===== src/rtl/vga_pkg.sv =====
// Shared VGA scan-out definitions: default 640x480@60 timing and RGB332 pixel format.
package vga_pkg;

    localparam int DEF_H_ACTIVE    = 640;
    localparam int DEF_H_FP        = 16;
    localparam int DEF_H_SYNC      = 96;
    localparam int DEF_H_BP        = 48;
    localparam int DEF_V_ACTIVE    = 480;
    localparam int DEF_V_FP        = 10;
    localparam int DEF_V_SYNC      = 2;
    localparam int DEF_V_BP        = 33;
    localparam int DEF_SCALE_SHIFT = 3;
    localparam int DEF_ADDR_WIDTH  = 13;
    localparam int PIXEL_WIDTH     = 8;

    typedef struct packed {
        logic [2:0] r;
        logic [2:0] g;
        logic [1:0] b;
    } rgb332_t;

    function automatic rgb332_t unpack_rgb(input logic [PIXEL_WIDTH-1:0] word);
        rgb332_t pix;
        pix.r = word[7:5];
        pix.g = word[4:2];
        pix.b = word[1:0];
        return pix;
    endfunction

endpackage


===== src/rtl/vga_timing.sv =====
// Horizontal/vertical raster counters with active, sync and first-pixel decode.
module vga_timing
    import vga_pkg::*;
#(
    parameter int H_ACTIVE = DEF_H_ACTIVE,
    parameter int H_FP     = DEF_H_FP,
    parameter int H_SYNC   = DEF_H_SYNC,
    parameter int H_BP     = DEF_H_BP,
    parameter int V_ACTIVE = DEF_V_ACTIVE,
    parameter int V_FP     = DEF_V_FP,
    parameter int V_SYNC   = DEF_V_SYNC,
    parameter int V_BP     = DEF_V_BP,
    localparam int H_TOTAL = H_ACTIVE + H_FP + H_SYNC + H_BP,
    localparam int V_TOTAL = V_ACTIVE + V_FP + V_SYNC + V_BP,
    localparam int HW      = $clog2(H_TOTAL),
    localparam int VW      = $clog2(V_TOTAL)
) (
    input  logic          clk,
    input  logic          rst_n,
    output logic [HW-1:0] h_cnt,
    output logic          active,
    output logic          line_vis,
    output logic          h_wrap,
    output logic          frame_end,
    output logic          hsync_n,
    output logic          vsync_n,
    output logic          first
);

    logic [VW-1:0] v_cnt;

    assign h_wrap    = h_cnt == HW'(H_TOTAL - 1);
    assign frame_end = v_cnt == VW'(V_TOTAL - 1);

    always_ff @(posedge clk or negedge rst_n) begin
        if (!rst_n) begin
            h_cnt <= '0;
            v_cnt <= '0;
        end else if (h_wrap) begin
            h_cnt <= '0;
            v_cnt <= frame_end ? '0 : v_cnt + 1'b1;
        end else begin
            h_cnt <= h_cnt + 1'b1;
        end
    end

    assign line_vis = v_cnt < VW'(V_ACTIVE);
    assign active   = (h_cnt < HW'(H_ACTIVE)) && line_vis;
    assign hsync_n  = !((h_cnt >= HW'(H_ACTIVE + H_FP)) &&
                        (h_cnt < HW'(H_ACTIVE + H_FP + H_SYNC)));
    assign vsync_n  = !((v_cnt >= VW'(V_ACTIVE + V_FP)) &&
                        (v_cnt < VW'(V_ACTIVE + V_FP + V_SYNC)));
    assign first    = (h_cnt == '0) && (v_cnt == '0);

endmodule


===== src/rtl/vga_frame_reader.sv =====
// VGA scan-out: raster timing, scaled framebuffer addressing and a
// pipeline that keeps colour, syncs and frame_start aligned at the pins.
module vga_frame_reader
    import vga_pkg::*;
#(
    parameter int H_ACTIVE    = DEF_H_ACTIVE,
    parameter int H_FP        = DEF_H_FP,
    parameter int H_SYNC      = DEF_H_SYNC,
    parameter int H_BP        = DEF_H_BP,
    parameter int V_ACTIVE    = DEF_V_ACTIVE,
    parameter int V_FP        = DEF_V_FP,
    parameter int V_SYNC      = DEF_V_SYNC,
    parameter int V_BP        = DEF_V_BP,
    parameter int SCALE_SHIFT = DEF_SCALE_SHIFT,
    parameter int ADDR_WIDTH  = DEF_ADDR_WIDTH,
    parameter int DATA_WIDTH  = PIXEL_WIDTH,
    localparam int H_TOTAL    = H_ACTIVE + H_FP + H_SYNC + H_BP,
    localparam int HW         = $clog2(H_TOTAL)
) (
    input  logic                  i_clk,
    input  logic                  i_rst_n,
    output logic [ADDR_WIDTH-1:0] o_addr,
    output logic                  o_write,
    input  logic [DATA_WIDTH-1:0] i_data,
    output logic [2:0]            o_red,
    output logic [2:0]            o_green,
    output logic [1:0]            o_blue,
    output logic                  o_hsync,
    output logic                  o_vsync,
    output logic                  o_frame_start
);

    localparam int ROW_STEP = H_ACTIVE >> SCALE_SHIFT;

    logic [HW-1:0] h_cnt;
    logic          active;
    logic          line_vis;
    logic          h_wrap;
    logic          frame_end;
    logic          hsync_n;
    logic          vsync_n;
    logic          first;

    vga_timing #(
        .H_ACTIVE (H_ACTIVE),
        .H_FP     (H_FP),
        .H_SYNC   (H_SYNC),
        .H_BP     (H_BP),
        .V_ACTIVE (V_ACTIVE),
        .V_FP     (V_FP),
        .V_SYNC   (V_SYNC),
        .V_BP     (V_BP)
    ) timing (
        .clk       (i_clk),
        .rst_n     (i_rst_n),
        .h_cnt     (h_cnt),
        .active    (active),
        .line_vis  (line_vis),
        .h_wrap    (h_wrap),
        .frame_end (frame_end),
        .hsync_n   (hsync_n),
        .vsync_n   (vsync_n),
        .first     (first)
    );

    logic [ADDR_WIDTH-1:0]  row_base;
    logic [SCALE_SHIFT-1:0] sub_row;

    assign o_write = 1'b0;
    assign o_addr  = active ? row_base + ADDR_WIDTH'(h_cnt >> SCALE_SHIFT) : '0;

    // row_base steps one framebuffer row after every 2^SCALE_SHIFT visible lines
    always_ff @(posedge i_clk or negedge i_rst_n) begin
        if (!i_rst_n) begin
            row_base <= '0;
            sub_row  <= '0;
        end else if (h_wrap) begin
            if (frame_end) begin
                row_base <= '0;
                sub_row  <= '0;
            end else if (line_vis) begin
                sub_row <= sub_row + 1'b1;
                if (&sub_row)
                    row_base <= row_base + ADDR_WIDTH'(ROW_STEP);
            end
        end
    end

    logic act_d;
    logic hs_d;
    logic vs_d;
    logic first_d;

    // first stage matches the memory's one-cycle read latency
    always_ff @(posedge i_clk or negedge i_rst_n) begin
        if (!i_rst_n) begin
            act_d   <= 1'b0;
            hs_d    <= 1'b1;
            vs_d    <= 1'b1;
            first_d <= 1'b0;
        end else begin
            act_d   <= active;
            hs_d    <= hsync_n;
            vs_d    <= vsync_n;
            first_d <= first;
        end
    end

    rgb332_t pix;
    assign pix = unpack_rgb(i_data);

    always_ff @(posedge i_clk or negedge i_rst_n) begin
        if (!i_rst_n) begin
            o_red         <= '0;
            o_green       <= '0;
            o_blue        <= '0;
            o_hsync       <= 1'b1;
            o_vsync       <= 1'b1;
            o_frame_start <= 1'b0;
        end else begin
            o_red         <= act_d ? pix.r : '0;
            o_green       <= act_d ? pix.g : '0;
            o_blue        <= act_d ? pix.b : '0;
            o_hsync       <= hs_d;
            o_vsync       <= vs_d;
            o_frame_start <= first_d;
        end
    end

endmodule

===== config.mk =====
export PLATFORM = sky130hd
export DESIGN_NAME = vga_frame_reader
export DESIGN_NICKNAME = d
export VERILOG_FILES = /design/src/rtl/vga_pkg.sv /design/src/rtl/vga_timing.sv /design/src/rtl/vga_frame_reader.sv
export SDC_FILE = /design/constraint.sdc
export NUM_CORES = 1
export LEC_CHECK = 0
export BUFFER_PORTS_ARGS = -buffer_cell sky130_fd_sc_hd__clkbuf_2
export CORE_ASPECT_RATIO = 1.1
export CORE_MARGIN = 3
export CORE_UTILIZATION = 40
export CTS_BUF_LIST = sky130_fd_sc_hd__clkbuf_16
export CTS_CLUSTER_DIAMETER = 50
export CTS_CLUSTER_SIZE = 8
export DETAILED_ROUTE_END_ITERATION = 7
export GPL_TIMING_DRIVEN = 0
export PLACE_DENSITY = 0.57
export RECOVER_POWER = 100
export SYNTH_ARGS = -nofsm -noshare
export SYNTH_HDL_FRONTEND = slang
export SYNTH_HIERARCHICAL = 1
export SYNTH_SLANG_ARGS = --single-unit

===== constraint.sdc =====
create_clock -name i_clk -period 3.78 [get_ports i_clk]
set_input_delay 0 -clock i_clk [delete_from_list [all_inputs] [get_ports i_clk]]
set_output_delay 0 -clock i_clk [all_outputs]
set_load 0.05 [all_outputs]

# After elaboration in Yosys (flattened, before gate mapping)
# Index checks and enable logic that the tools add are counted.
# totals
regBits	51
inputBits	10
out_inout_bits	25
# op_classes
eq_ne	2
add_sub_neg	5
reduce_logical	13
n_lt_le_gt_ge	6
n_mux	11
# ops
operator	count
13-bit two-way mux	4
10-bit by 1-bit adder with 10-bit output (second input constant)	2
10-bit == test (second input constant)	2
10-bit logical NOT	2
10-bit < comparator (second input constant)	2
10-bit by 9-bit < comparator with 1-bit output (second input constant)	2
10-bit two-way mux	2
13-bit by 7-bit adder with 13-bit output	1
13-bit by 7-bit adder with 13-bit output (second input constant)	1
3-bit two-way mux	4
10-bit greater-or-equal comparator (second input constant)	1
10-bit by 9-bit greater-or-equal comparator with 1-bit output (second input constant)	1
3-bit AND reduction	2
1-bit logical AND	4
2-bit nonzero test	2
3-bit by 1-bit adder with 3-bit output (second input constant)	1
1-bit logical NOT	2
2-bit two-way mux	1
2-bit AND reduction	1

# Logic depth before layout (Yosys ltp)
# depth
ltp_word	4
mapped_depth	9
ltp_nobuf	9

# By module
# Netlist, hierarchy kept.
# modules_own_cells
mod	instances	cells_each	area_each_um2
vga_frame_reader	1	133	1401.3
vga_timing	1	119	1142.3

# Worst setup path after synthesis
# OpenSTA, ideal clock, no wires.
# synth_path
path_kind	reg-to-output
from	register timing.v_cnt[5]
to	output port o_addr[10]
t_required_ps	3780
stages_incl_launch_ff	7
path_buffers	1
setup_slack_ps	1069
arrival_ps	2711
path_cell_list	dfrtp_1 and3_1 and2_1 nor2_1 and2_1 clkbuf_1 a21boi_0
# synth_via
elab_chain_len	3
# synth_lines
item	line	source
start, declared	vga_timing.sv:30	logic [VW-1:0] v_cnt;
start signal, assigned	vga_timing.sv:41	v_cnt <= frame_end ? '0 : v_cnt + 1'b1;
10-bit by 9-bit < comparator with 1-bit output	vga_timing.sv:47	assign line_vis = v_cnt < VW'(V_ACTIVE);
via line_vis	vga_frame_reader.sv:37	logic line_vis;
1-bit logical AND	vga_timing.sv:48	assign active = (h_cnt < HW'(H_ACTIVE)) && line_vis;
via active	vga_frame_reader.sv:36	logic active;
13-bit two-way mux	vga_frame_reader.sv:70	assign o_addr = active ? row_base + ADDR_WIDTH'(h_cnt >> SCALE_SHIFT) : '0;
end, declared	vga_frame_reader.sv:22	output logic [ADDR_WIDTH-1:0] o_addr,
# The timed path passes the listed nets, and every way through them passes these cells.

# Worst setup path after layout
# Ends and elaborated chain as after synthesis.

==> summary.txt <==
Worst setup path
  • Crit Reg-Reg Startpoint: timing/h_cnt[5]
  • WP data arrival: 2.99 ns
  • CP startpoint: timing/v_cnt[5]
  • Req. time, crit path: 3.78 ns
  • CP Launch Type: flop
  • Critical Path Fanout Max: 10
  • Crit Path Class: flop to output pin
  • Endpoint type of the worst setup path: output pin

Routing
  • Via density: 5.13
  • DRT antenna net count: 0
  • WL final: 5080 um
  • Wire per inst: 13.4 um
  • DRT Pass-1 Iters: 4
  • Via count: 1,949
  • Drt drc: 0
  • Detailed Route Iter0 Violations: 79

Global route
  • First-pass GRT wire length: 8870 um
  • M1 GR Usage: 19.7%
  • GRT busiest layer: met2
  • Initial antenna violation count: 0
  • Pin count of the biggest net entering global routing: 48
  • GR Overflow Total: 0
  • GR Util met3: 3.09%
  • Vias in the first global route: 1,885
  • Met2 Use GR: 26.5%
  • GRT Resource Usage Total: 15.5%

Outcome
  • Failing checks: max-capacitance violations, max-slew violations
  • Run status: complete, but fails checks

Worst hold path
  • Hold Crit Start: first_d
  • Hold Path Class: flop to flop

Pwr
  • Clock power share: 42.5%
  • Logic pwr share: 5.4%
  • P_sw: 0.214 mW
  • Internal power: 0.763 mW
  • Net Sw Frac: 21.9%
  • Pleak: 1.30 nW
  • Power per cell area: 327 nW/um^2
  • Maximum VDD drop: 0.176 mV
  • Flop pwr share: 52.1%

Finish
  • Final-layout fill cell count: 584
  • Final instance area: 2990 um^2
  • Post-layout nets: 323
  • ANT cells: 0
  • Fraction of layout cells with a size suffix above 1: 9.90%
  • Finished Layout Cells: 380
  • Area delta synth->final: 17.5%

Flow run
  • Max Cap Violations: 1

Clock tree
  • CTS buffer count: 5
  • Resized Gates After CTS: 0
  • Reg clk slew, reported paths: 0.06 ns
  • # H-tree levels: 2
  • Clk sinks: 47
  • Worst skew pair latency: 0.28 ns
  • TritonCTS clock tree: done
  • Clock Path Buffers: 2
  • Clock Tree Root: clkbuf_16

Place
  • Placed cell area: 2810 um^2
  • Placed Instances: 363
  • Hpwl dp: 3660 um
  • Buffers on Ports: 33
  • Pre-CTS setup slack: 1.31 ns
  • RD Place Congestion: 0.793

STA
  • Slew of the pin with the lowest slew margin: 2.47 ns
  • Rel. slew slack: -64.9%
  • Final period util: 79.1%
  • Fin. Hold Viols: 0
  • Final TNS setup: 0 ns
  • Peak Freq: 0.335 GHz
  • Tmin final: 2.99 ns
  • Max-slew violations: 48
  • Setup ws final: 0.791 ns
  • Final setup viols: 0
  • Clock Skew: 0.00495 ns
  • Unrepaired setup endpoints after global routing: false

Synth
  • Synth top area share: 42.3%
  • Post-synth EDFFs: 0
  • Number of synthesized register bits: 47
  • Synth warn: 6
  • Synth cell types: 52
  • Predominant post-synthesis flop cell: dfrtp_1
  • Ys async rst share: 100%
  • Synth Area per Inst: 10.1 um^2
  • Dominant cell type by area after synthesis: dfrtp_1
  • Synth top area cells: dfrtp_1, ha_1, and2_1, xnor2_1, dfstp_2
  • Syn Inst Count: 252
  • Syn Std Cell Area: 2540 um^2
  • Sequential element share of the synthesized area: 46.4%

Die
  • I/O pins: 35
  • # rows: 29
  • Die Area: 7350 um^2
  • Initial Util: 42.7%
  • Total core area: 5950 um^2
  • Chip width: 82.0 um
  • Die Ht: 89.6 um
## cells in the mapped netlist (2+ instances only)
cell and number:
nand2_1 12, dfrtp_1 43, ha_1 11, a31oi_1 4, nor3_1 5, a21o_1 2, or3_1 2, and3_1 6
o2bb2ai_1 3, nor4_1 6, or3_2 2, nor2_1 17, a22o_1 2, nand4_1 10, xnor2_1 14, dfstp_2 4
xor2_1 7, nor2b_1 5, mux2i_1 2, o21ai_0 9, buf_2 2, inv_1 9, or4_1 2, nand3_1 8
nand3_2 2, nor3b_1 3, buf_4 2, clkbuf_1 3, a21boi_0 3, a21oi_1 6, o21ai_1 5, and2_1 21
## metal layers
metal / wire length (um) / vias to the layer above
li1: - / 989
met1: 2400 / 917
met2: 2370 / 39
met3: 265 / 4
met4: 46 / 0
met5: 0 / -
## registers in the layout, summed over array words and instances (netlist names), 2 cells and up
name and cells:
o_blue 2, row_base 9, o_green 3, o_red 3
sub_row 3, timing/h_cnt 10, timing/v_cnt 10
## metrics by stage
step,hold slack (ns),total power [mW],utilization (%)
after floorplan,-0.296,0.546,-
after global placement,0.210,0.566,47.2
after detailed placement,0.222,0.566,47.2
after CTS,0.354,0.996,51.1
after global routing,0.364,1.02,50.2
final,0.352,0.977,50.2
## cell type report
class	instances	area, um^2	area share [%]
Timing Repair Buffer	42	224	7.49
Clock buffer	5	125	4.19
Tap cell	77	96.3	3.22
Sequential cell	47	1180	39.5
Inverter	11	41.3	1.38
Buffer	8	40.0	1.34
Multi-Input combinational cell	187	1270	42.4
Clock inverter	3	15.0	0.502
## cells in the final DEF, fill, tap and decap left out, types with 3 or more instances in the layout
cell / Yosys / final
clkbuf_16: 0 / 5
clkbuf_1: 3 / 29
a21boi_0: 3 / 3
clkinv_1: 1 / 3
nand3_1: 8 / 8
xnor2_1: 14 / 14
dfrtp_1: 43 / 43
and2_0: 0 / 7
nor2_1: 17 / 17
nor3b_1: 3 / 3
and3_1: 6 / 6
nand2_1: 12 / 12
o21ai_0: 9 / 14
a31oi_1: 4 / 4
dfstp_2: 4 / 4
ha_1: 11 / 11
inv_1: 9 / 10
nor3_1: 5 / 5
and2_1: 21 / 14
clkbuf_2: 1 / 9
dlygate4sd3_1: 0 / 9
a21oi_1: 6 / 6
nand4_1: 10 / 10
nor4_1: 6 / 7
xor2_1: 7 / 7
o2bb2ai_1: 3 / 3
nor2b_1: 5 / 5
## critical path, cell delays in order, from the launching register on
cell      delay, ns
dfrtp_1        0.44
and3_1         0.24
and2_0         0.19
nor2_1         0.47
and2_0         0.35
clkbuf_1       0.30
a21boi_0       0.22
clkbuf_1       0.49
## kinds of logic (layout without fill, tap and decap cells)
logic type	Yosys count	in the layout	synth area share [%]
simple gates	108	108	25.2
other cells	1	2	0.147
buf+inv	19	69	3.25
xor+xnor	21	21	7.23
compound gates	41	41	10.6
fa+ha+maj	11	11	5.41
mux	4	4	1.67
flops	47	47	46.4
## worst paths after layout
kind | slack (ns) | endpoint | cells past startpoint
setup / recovery | 0.79 | o_addr[10] | 7
hold / removal | 0.35 | o_frame_start | 0
setup reg to reg | 1.31 | row_base[12] | 7
hold reg to reg | 0.35 | o_frame_start | 0
max in group asynchronous | 1.35 | row_base[10] | 2
min in group asynchronous | 1.02 | o_green[1] | 2
## power groups by stage
| stage | sequential, mW | clock, mW | combinational [mW] |
|---|---|---|---|
| after floorplan | 0.534 | 0 | 0.0117 |
| after global routing | 0.509 | 0.456 | 0.0581 |
| after CTS | 0.509 | 0.432 | 0.0557 |
| final | 0.509 | 0.415 | 0.0528 |
| after detailed placement | 0.518 | 0 | 0.0483 |
| after global placement | 0.518 | 0 | 0.0480 |
## repair_timing
action / CTS / global route
hold endpoints to repair: 36 / 0
hold buffers: 9 / 0
setup buffers: 0 / 0
Power figures use the tool's default switching activity.
